`src/rtl/panda_fetch_buffer.sv`:
```
// Instruction-fetch front end: request/grant/response fetch, in-order prefetch FIFO,
// redirect flush with discard tracking. Optional macro PANDA_FETCH_BYPASS_EN adds an empty-FIFO bypass.
module panda_fetch_buffer #(
  parameter int          DEPTH     = 2,
  parameter logic [31:0] BOOT_ADDR = 32'h0000_0000
) (
  input  logic        clk_i,
  input  logic        rst_i,
  output logic        instr_req_o,
  output logic [31:0] instr_addr_o,
  input  logic        instr_gnt_i,
  input  logic        instr_rvalid_i,
  input  logic [31:0] instr_rdata_i,
  input  logic        redirect_i,
  input  logic [31:0] redirect_target_i,
  output logic        if_valid_o,
  input  logic        if_ready_i,
  output logic [31:0] if_instr_o,
  output logic [31:0] if_pc_o
);

  localparam int AW = $clog2(DEPTH);
  localparam int CW = AW + 1;
  localparam logic [CW:0] LP_DEPTH = DEPTH[CW:0];

  logic          r_run;
  logic [31:0]   r_fetch_pc;
  logic [31:0]   r_resp_pc;
  logic [31:0]   r_stale_addr;
  logic          r_stale;
  logic [CW-1:0] r_out_cnt;
  logic [CW-1:0] r_disc_cnt;
  logic [CW-1:0] r_count;
  logic [AW-1:0] r_wr_ptr;
  logic [AW-1:0] r_rd_ptr;
  logic [31:0]   r_mem_instr [DEPTH];
  logic [31:0]   r_mem_pc    [DEPTH];

  logic [CW:0]   w_sum;
  logic          w_req;
  logic [31:0]   w_addr;
  logic [31:0]   w_target;
  logic          w_gnt_fire;
  logic          w_rv_keep;
  logic          w_rv_drop;
  logic          w_fifo_empty;
  logic          w_bypass;
  logic          w_valid;
  logic          w_hs;
  logic          w_pop;
  logic          w_push;
  logic [CW-1:0] w_gnt_inc;
  logic [CW-1:0] w_rv_dec;
  logic [CW-1:0] w_push_inc;
  logic [CW-1:0] w_pop_dec;

  // Outstanding + buffered + to-be-discarded words never exceed DEPTH, so a
  // granted fetch always has a FIFO slot waiting for it.
  assign w_sum    = {1'b0, r_out_cnt} + {1'b0, r_count} + {1'b0, r_disc_cnt};
  assign w_req    = r_run & (r_stale | (w_sum < LP_DEPTH));
  assign w_addr   = r_stale ? r_stale_addr : r_fetch_pc;
  assign w_target = redirect_target_i & 32'hFFFF_FFFC;

  assign instr_req_o  = w_req;
  assign instr_addr_o = w_addr;

  assign w_gnt_fire   = w_req & instr_gnt_i;
  assign w_rv_drop    = instr_rvalid_i & (r_disc_cnt != '0);
  assign w_rv_keep    = instr_rvalid_i & (r_disc_cnt == '0);
  assign w_fifo_empty = (r_count == '0);

`ifdef PANDA_FETCH_BYPASS_EN
  assign w_bypass = w_fifo_empty & w_rv_keep & ~redirect_i;
  assign w_push   = w_rv_keep & ~redirect_i & ~(w_bypass & if_ready_i);
`else
  assign w_bypass = 1'b0;
  assign w_push   = w_rv_keep & ~redirect_i;
`endif

  // Decode handshake: a word transfers in any cycle with if_valid_o & if_ready_i;
  // if_valid_o never waits on if_ready_i, and a redirect does not cancel it.
  assign w_valid = ~w_fifo_empty | w_bypass;
  assign w_hs    = w_valid & if_ready_i;
  assign w_pop   = w_hs & ~w_fifo_empty;

  assign w_gnt_inc  = {{(CW-1){1'b0}}, w_gnt_fire};
  assign w_rv_dec   = {{(CW-1){1'b0}}, instr_rvalid_i};
  assign w_push_inc = {{(CW-1){1'b0}}, w_push};
  assign w_pop_dec  = {{(CW-1){1'b0}}, w_pop};

  assign if_valid_o = w_valid;

`ifdef PANDA_FETCH_BYPASS_EN
  always_comb begin
    if_instr_o = '0;
    if_pc_o    = '0;
    if (w_bypass) begin
      if_instr_o = instr_rdata_i;
      if_pc_o    = r_resp_pc;
    end else if (!w_fifo_empty) begin
      if_instr_o = r_mem_instr[r_rd_ptr];
      if_pc_o    = r_mem_pc[r_rd_ptr];
    end
  end
`else
  always_comb begin
    if_instr_o = '0;
    if_pc_o    = '0;
    if (!w_fifo_empty) begin
      if_instr_o = r_mem_instr[r_rd_ptr];
      if_pc_o    = r_mem_pc[r_rd_ptr];
    end
  end
`endif

  always_ff @(posedge clk_i or posedge rst_i) begin
    if (rst_i) begin
      r_run        <= 1'b0;
      r_fetch_pc   <= BOOT_ADDR;
      r_resp_pc    <= BOOT_ADDR;
      r_stale_addr <= '0;
      r_stale      <= 1'b0;
      r_out_cnt    <= '0;
      r_disc_cnt   <= '0;
    end else begin
      r_run <= 1'b1;
      if (redirect_i) begin
        // Everything granted so far, including a grant in this very cycle,
        // belongs to the old path and must be dropped when it returns.
        r_disc_cnt <= r_disc_cnt + r_out_cnt + w_gnt_inc - w_rv_dec;
        r_out_cnt  <= '0;
        r_fetch_pc <= w_target;
        r_resp_pc  <= w_target;
        r_stale    <= w_req & ~instr_gnt_i;
        r_stale_addr <= w_addr;
      end else begin
        if (w_gnt_fire && r_stale) begin
          r_stale    <= 1'b0;
          r_disc_cnt <= r_disc_cnt + 1'b1 - {{(CW-1){1'b0}}, w_rv_drop};
        end else begin
          r_disc_cnt <= r_disc_cnt - {{(CW-1){1'b0}}, w_rv_drop};
        end
        if (w_gnt_fire && !r_stale) begin
          r_fetch_pc <= r_fetch_pc + 32'd4;
          r_out_cnt  <= r_out_cnt + 1'b1 - {{(CW-1){1'b0}}, w_rv_keep};
        end else begin
          r_out_cnt  <= r_out_cnt - {{(CW-1){1'b0}}, w_rv_keep};
        end
        if (w_rv_keep) begin
          r_resp_pc <= r_resp_pc + 32'd4;
        end
      end
    end
  end

  always_ff @(posedge clk_i or posedge rst_i) begin
    if (rst_i) begin
      r_count  <= '0;
      r_wr_ptr <= '0;
      r_rd_ptr <= '0;
    end else if (redirect_i) begin
      r_count  <= '0;
      r_wr_ptr <= '0;
      r_rd_ptr <= '0;
    end else begin
      r_count <= r_count + w_push_inc - w_pop_dec;
      if (w_push) begin
        r_wr_ptr <= r_wr_ptr + 1'b1;
      end
      if (w_pop) begin
        r_rd_ptr <= r_rd_ptr + 1'b1;
      end
    end
  end

  always_ff @(posedge clk_i or posedge rst_i) begin
    if (rst_i) begin
      for (int i = 0; i < DEPTH; i++) begin
        r_mem_instr[i] <= '0;
        r_mem_pc[i]    <= '0;
      end
    end else if (w_push) begin
      r_mem_instr[r_wr_ptr] <= instr_rdata_i;
      r_mem_pc[r_wr_ptr]    <= r_resp_pc;
    end
  end

endmodule

```
`config.mk`:
```
export PLATFORM = sky130hd
export DESIGN_NAME = panda_fetch_buffer
export DESIGN_NICKNAME = d
export VERILOG_FILES = /design/src/rtl/panda_fetch_buffer.sv
export SDC_FILE = /design/constraint.sdc
export NUM_CORES = 1
export LEC_CHECK = 0
export CAP_MARGIN = 30
export CORE_AREA = 2 2 127 179
export CTS_BUF_LIST = sky130_fd_sc_hd__clkbuf_16
export DETAILED_ROUTE_END_ITERATION = 8
export DIE_AREA = 0 0 129 181
export PLACE_DENSITY_LB_ADDON = 0.3
export SLEW_MARGIN = 10
export SYNTH_ARGS = -nofsm -noshare
export SYNTH_HDL_FRONTEND = slang
export SYNTH_SLANG_ARGS = --single-unit
```
`constraint.sdc`:
```
create_clock -name clk_i -period 23.4 [get_ports clk_i]
set_input_delay 4.68 -clock clk_i [delete_from_list [all_inputs] [get_ports clk_i]]
set_output_delay 4.68 -clock clk_i [all_outputs]
set_load 0.02 [all_outputs]
```
=== After elaboration in Yosys (flattened, before gate mapping) ===
Index checks and enable logic that the tools add are counted.

* Bits of input ports: 70
* Bits in registers: 234
* Logic and storage cells: 89

* Add/sub/neg operators: 17
* Bitwise gates (word level): 14
* Magnitude comparators: 4
* Reduce and logical (&&, ||, !) cells: 12
* Mux-type cells: 28

{| class="wikitable"
|+ Operator list
! operator !! count
|-
| $mux 32 || 14
|-
| $bwmux 64 || 2
|-
| $add 32x3->32 const B || 2
|-
| $demux 32 s1 || 1
|-
| $reduce_bool 2->1 || 6
|-
| $sub 2x1->2 || 6
|-
| $mux 2 || 5
|-
| $and 1x1->1 || 8
|-
| $mux 1 || 6
|-
| $add 2x1->2 || 2
|-
| $add 2x1->2 const B || 2
|-
| $ge 2x2->1 const B || 2
|-
| $logic_not 2->1 || 2
|-
| $not 1->2 || 2
|-
| $add 2x2->3 || 1
|-
| $add 3x2->3 || 1
|-
| $logic_and 1x1->1 || 3
|-
| $lt 3x2->1 const B || 1
|-
| $not 1->1 || 3
|-
| $add 1x1->1 const B || 2
|-
| $add 2x2->2 || 1
|-
| $lt 2x1->1 const B || 1
|-
| $logic_not 1->1 || 1
|-
| $or 1x1->1 || 1
|}

=== Depth between registers and ports, before layout ===
* Depth in word-level cells: 9
* Gate-level depth with buffers: 12

=== Worst setup path before layout ===
OpenSTA, ideal clock, no wires.

* Path type: register to output
* From: register r_disc_cnt[1]
* To: output port instr_req_o
* Required time: 18.720 ns
* Stages on the path, launching flop included: 6
* Setup slack: 17.026 ns
* Path buffers: 0
* Arrival time: 1.694 ns
* Cell sequence: dfrtp_1 fa_1 ha_1 xor2_1 nor2_1 o21a_1

* Word-level cells in the longest chain between the ends: 4

{| class="wikitable"
|+ RTL lines
! item !! line !! text
|-
| start: declaration || 32 || <nowiki>logic [CW-1:0] r_disc_cnt;</nowiki>
|-
| start signal: assignment || 130 || <nowiki>r_disc_cnt <= r_disc_cnt + r_out_cnt + w_gnt_inc - w_rv_dec;</nowiki>
|-
| start signal: assignment || 139 || <nowiki>r_disc_cnt <= r_disc_cnt + 1'b1 - {{(CW-1){1'b0}}, w_rv_drop};</nowiki>
|-
| start signal: assignment || 141 || <nowiki>r_disc_cnt <= r_disc_cnt - {{(CW-1){1'b0}}, w_rv_drop};</nowiki>
|-
| $add 3x2->3 || 59 || <nowiki>assign w_sum = {1'b0, r_out_cnt} + {1'b0, r_count} + {1'b0, r_disc_cnt};</nowiki>
|-
| $lt 3x2->1 || 60 || <nowiki>assign w_req = r_run & (r_stale | (w_sum < LP_DEPTH));</nowiki>
|-
| $or 1x1->1 || 60 ||
|-
| $and 1x1->1 || 60 ||
|-
| end: declaration || 9 || <nowiki>output logic instr_req_o,</nowiki>
|}

No other way between the ends.

=== Final worst setup path ===
* From: register r_rd_ptr
* To: output port if_pc_o[15]

* Word-level cells in the longest chain between the ends: 5

{| class="wikitable"
|+ RTL lines
! item !! line !! text
|-
| start: declaration || 35 || <nowiki>logic [AW-1:0] r_rd_ptr;</nowiki>
|-
| start signal: assignment || 171 || <nowiki>r_rd_ptr <= r_rd_ptr + 1'b1;</nowiki>
|-
| $not 1->2 (not written as such) || 111 || <nowiki>if_pc_o = r_mem_pc[r_rd_ptr];</nowiki>
|-
| $mux 32 (not written as such) (3 in series) || 111 ||
|-
| $mux 32 || 109 || <nowiki>if (!w_fifo_empty) begin</nowiki>
|-
| end: declaration || 19 || <nowiki>output logic [31:0] if_pc_o</nowiki>
|}

No other way between the ends. The select of a mux whose other input is x is not followed.

==> results.md <==
* Status: complete, no violations
* First-pass GRT wire length at 38320 microns
* Power per Cell Area at 116.0 nW/um^2
* Critical R2R Launch: r_disc_cnt[1]
* Clk sinks at 226
* Sequential share of the synthesized area at 50.80%
* Critical Path Fanout Max at 32
* Post-synth EDFFs at 0
* Die area at 23350 sq um
* Period utilization at 32.68%
* Drt first pass iters at 5
* First DRT Iteration DRCs at 393
* Placed Area at 13110 sq um
* Synth Area in Adders at 1.708%
* VDD IR-drop max at 73.95 uV
* Filler cell count at 1715
* Initial antenna violation count at 0
* Setup TNS at 0 ns
* Grt ovf at 0
* Clock slew seen by the registers of the worst setup and hold paths at 0.06 ns
* Design area at 13820 sq um
* Final HPWL from detailed placement at 15650 microns
* # DRC at 0
* Layout cell share with drive strength beyond 1 at 27.49%
* Setup Crit Path Kind: register to primary output
* Synth top area share at 50.80%
* Dpl ws at 15.69 ns
* Die Ht at 181 microns
* Hold Vio Cnt, Final at 0
* GP Congestion at 0.8310
* Via density at 5.426
* Area fraction in compound gates after synthesis at 2.001%
* Largest family of logic cells by synthesized area: multiplexers
* CTS resizes at 0
* Mapped cell area at 11130 sq um
* WP data required at 18.72 ns
* Post-CTS Setup Repair Bufs at 0
* Most frequent cells in the layout: dfrtp_1 (225), mux2_2 (224), clkdlybuf4s50_1 (163)
* Routed wire per std cell at 17.11 microns
* Hold_buf cts at 0
* Longest Clk Path Bufs at 3
* Commonest non-fill, non-tap cell in the layout: dfrtp_1
* Crit path DAT at 2.97 ns
* Final Setup Violations at 0
* Root Buffer: clkbuf_16
* Total CTS buffers at 23
* Mux cell area share after synthesis at 28.59%
* Multi-input gate area at 5268 sq um
* RSZ-0062 raised after global routing: no
* Simple-gate share of the synthesized area at 9.756%
* Post-synthesis async set-or-reset flop share at 100.0%
* IO Port Bufs at 163
* CP Cell Sequence: buf_4, mux2i_1, nor2_1, clkdlybuf4s50_1
* Syn-to-layout area delta at 24.17%
* Slew @ Worst Pin at 0.8766 ns
* Placement Rows at 64
* CP max stage delay at 0.81 ns
* Max Cap Viol at 0
* Final worst setup slack at 15.75 ns
* CTS tree: yes
* Minimum clock period at 7.646 ns
* Largest net degree at the start of global routing at 90
* Placed Cells at 1327
* Fin util at 63.69%
* Critical path's top delay family: buffers and inverters
* Hold Path End: r_mem_pc[13]
* Clock Skew at 0.01602 ns
* Starting Density at 51.30%
* Primary FF master, synth: dfrtp_1
* CP Buf/Inv Count at 2
* Total leakage power at 5.767 nW
* Hold path cells at 2
* Via count at 7433
* Max Transition Viols Final at 0
* H-tree Lvls at 1
* XOR/XNOR Fraction of Synth Area at 4.721%
* Fmax at 130.8 MHz
* Antenna-violating nets left at 0
* Fin cells at 1370
* Hold Path Class: register to register
* Register area at 5659 sq um
* Vias in the first global route at 7572
* Reg-to-reg setup timing slack at 20.50 ns
* Final wirelength at 23430 microns
* Io pins at 168
* RR Endpoint: r_fetch_pc[27]
* Top cells by area, synth: dfrtp_1 (51%), mux2_2 (23%), mux2i_1 (5.9%), xnor2_1 (3.3%), nor2_1 (3.0%)
* Crit start category: register
* Mapped Cells at 902
* Syn Area/Cell at 12.34 sq um
* Crit. End Element: primary output
* HP Start: r_mem_pc[13]
* Critical path's slowest cell: dfrtp_4
* Layout Nets at 1140
* Synth Register Bits at 226
* Count of different cell masters after synthesis at 48
* Die W at 129 microns
* Total track usage at 20.09%
* Cell taking the most area after synthesis: dfrtp_1
* Antenna diodes at 0
* Core ar. at 21700 sq um
* Ys Warns at 0
* Clock Latency Late Sink at 0.51 ns
* Worst Reg2Reg Path Length in Cells at 8
* Rel. slew slack at 41.56%
-- flip-flops by register name, summed over array words and instances (netlist names) --
| name | cells |
|---|---|
| r_run | 1 |
| r_count | 2 |
| r_stale | 1 |
| r_mem_pc | 60 |
| r_out_cnt | 2 |
| r_stale_addr | 32 |
| r_disc_cnt | 2 |
| r_mem_instr | 64 |
| r_rd_ptr | 1 |
| r_fetch_pc | 30 |
| r_wr_ptr | 1 |
| r_resp_pc | 30 |
-- metrics by stage --
step | hold slack [ns] | total power (W)
after global placement | 0.4632 | 0.001254
after detailed placement | 0.4816 | 0.001276
after global routing | 0.5139 | 0.001702
after CTS | 0.4959 | 0.001623
after floorplan | 0.4496 | 0.001032
final | 0.4883 | 0.001603
-- logic make-up (layout without fill, tap and decap cells) --
kind of cell	count (synthesis)	after routing
compound gates	35	35
xor+xnor	60	60
fa+ha+maj	14	14
buf+inv	63	233
flops	226	226
mux	290	290
other cells	2	3
simple gates	212	212
-- how the worst max path moves through the flow --
stage | startpoint | endpoint | slack (ns) | depth (start not counted)
4_1_cts | r_rd_ptr | if_pc_o[15] | 15.66 | 4
6_report | r_rd_ptr | if_pc_o[15] | 15.75 | 4
2_1_floorplan | rst_i | r_count[0] | 12.53 | 1
3_5_place_dp | redirect_i | r_mem_instr[32] | 15.69 | 6
3_3_place_gp | redirect_i | r_mem_instr[36] | 15.73 | 6
5_1_grt | r_rd_ptr | if_pc_o[15] | 15.64 | 4
-- synthesized netlist by cell type, types with 2 or more instances --
cell type  instances
a21boi_0           2
a21oi_1            5
a31oi_1            7
and2_1             4
and3_1             9
and4_1             4
buf_1              4
buf_2             14
buf_4              2
clkbuf_1          29
conb_1             2
dfrtp_1          226
fa_1               2
ha_1              12
inv_1             13
mux2_2           224
mux2i_1           66
nand2_1           30
nand2b_1           4
nand3_1           18
nand4_1           24
nand4_2            2
nor2_1            88
nor2b_1            3
nor3_1             4
nor4_1             4
nor4_2             2
o21a_1             2
o21ai_0           11
o31a_1             3
o31a_2             2
o31ai_1            2
or3_1              4
or4_1              2
xnor2_1           42
xor2_1            18
-- where the power goes --
group	switching, W	total, W	internal, W
Combinational	0.000306	0.000644	0.000338
Clock	0.000149	0.000339	0.000190
Sequential	0.0000934	0.000620	0.000526
Total	0.000549	0.00160	0.00105
-- worst min-delay path, stage by stage (launching register included) --
cell and delay [ns]:
dfrtp_1 0.34, nand2_1 0.05, o21ai_0 0.06
-- layer usage --
metal,global-route usage [%],routed length [microns],vias up
li1,-,-,3484
met1,26.72,10230,3715
met2,34.41,11640,194
met3,2.428,1044,40
met4,5.870,520,0
met5,0,0,-
-- cell type report --
type	instances	area share (%)
Clock inverter	19	0.8600
Multi-Input combinational cell	614	38.11
Clock buffer	23	4.164
Sequential cell	226	40.94
Inverter	14	0.4345
Tap cell	297	2.689
Timing Repair Buffer	177	12.80
Note: power is estimated with default switching activity, not from simulation.
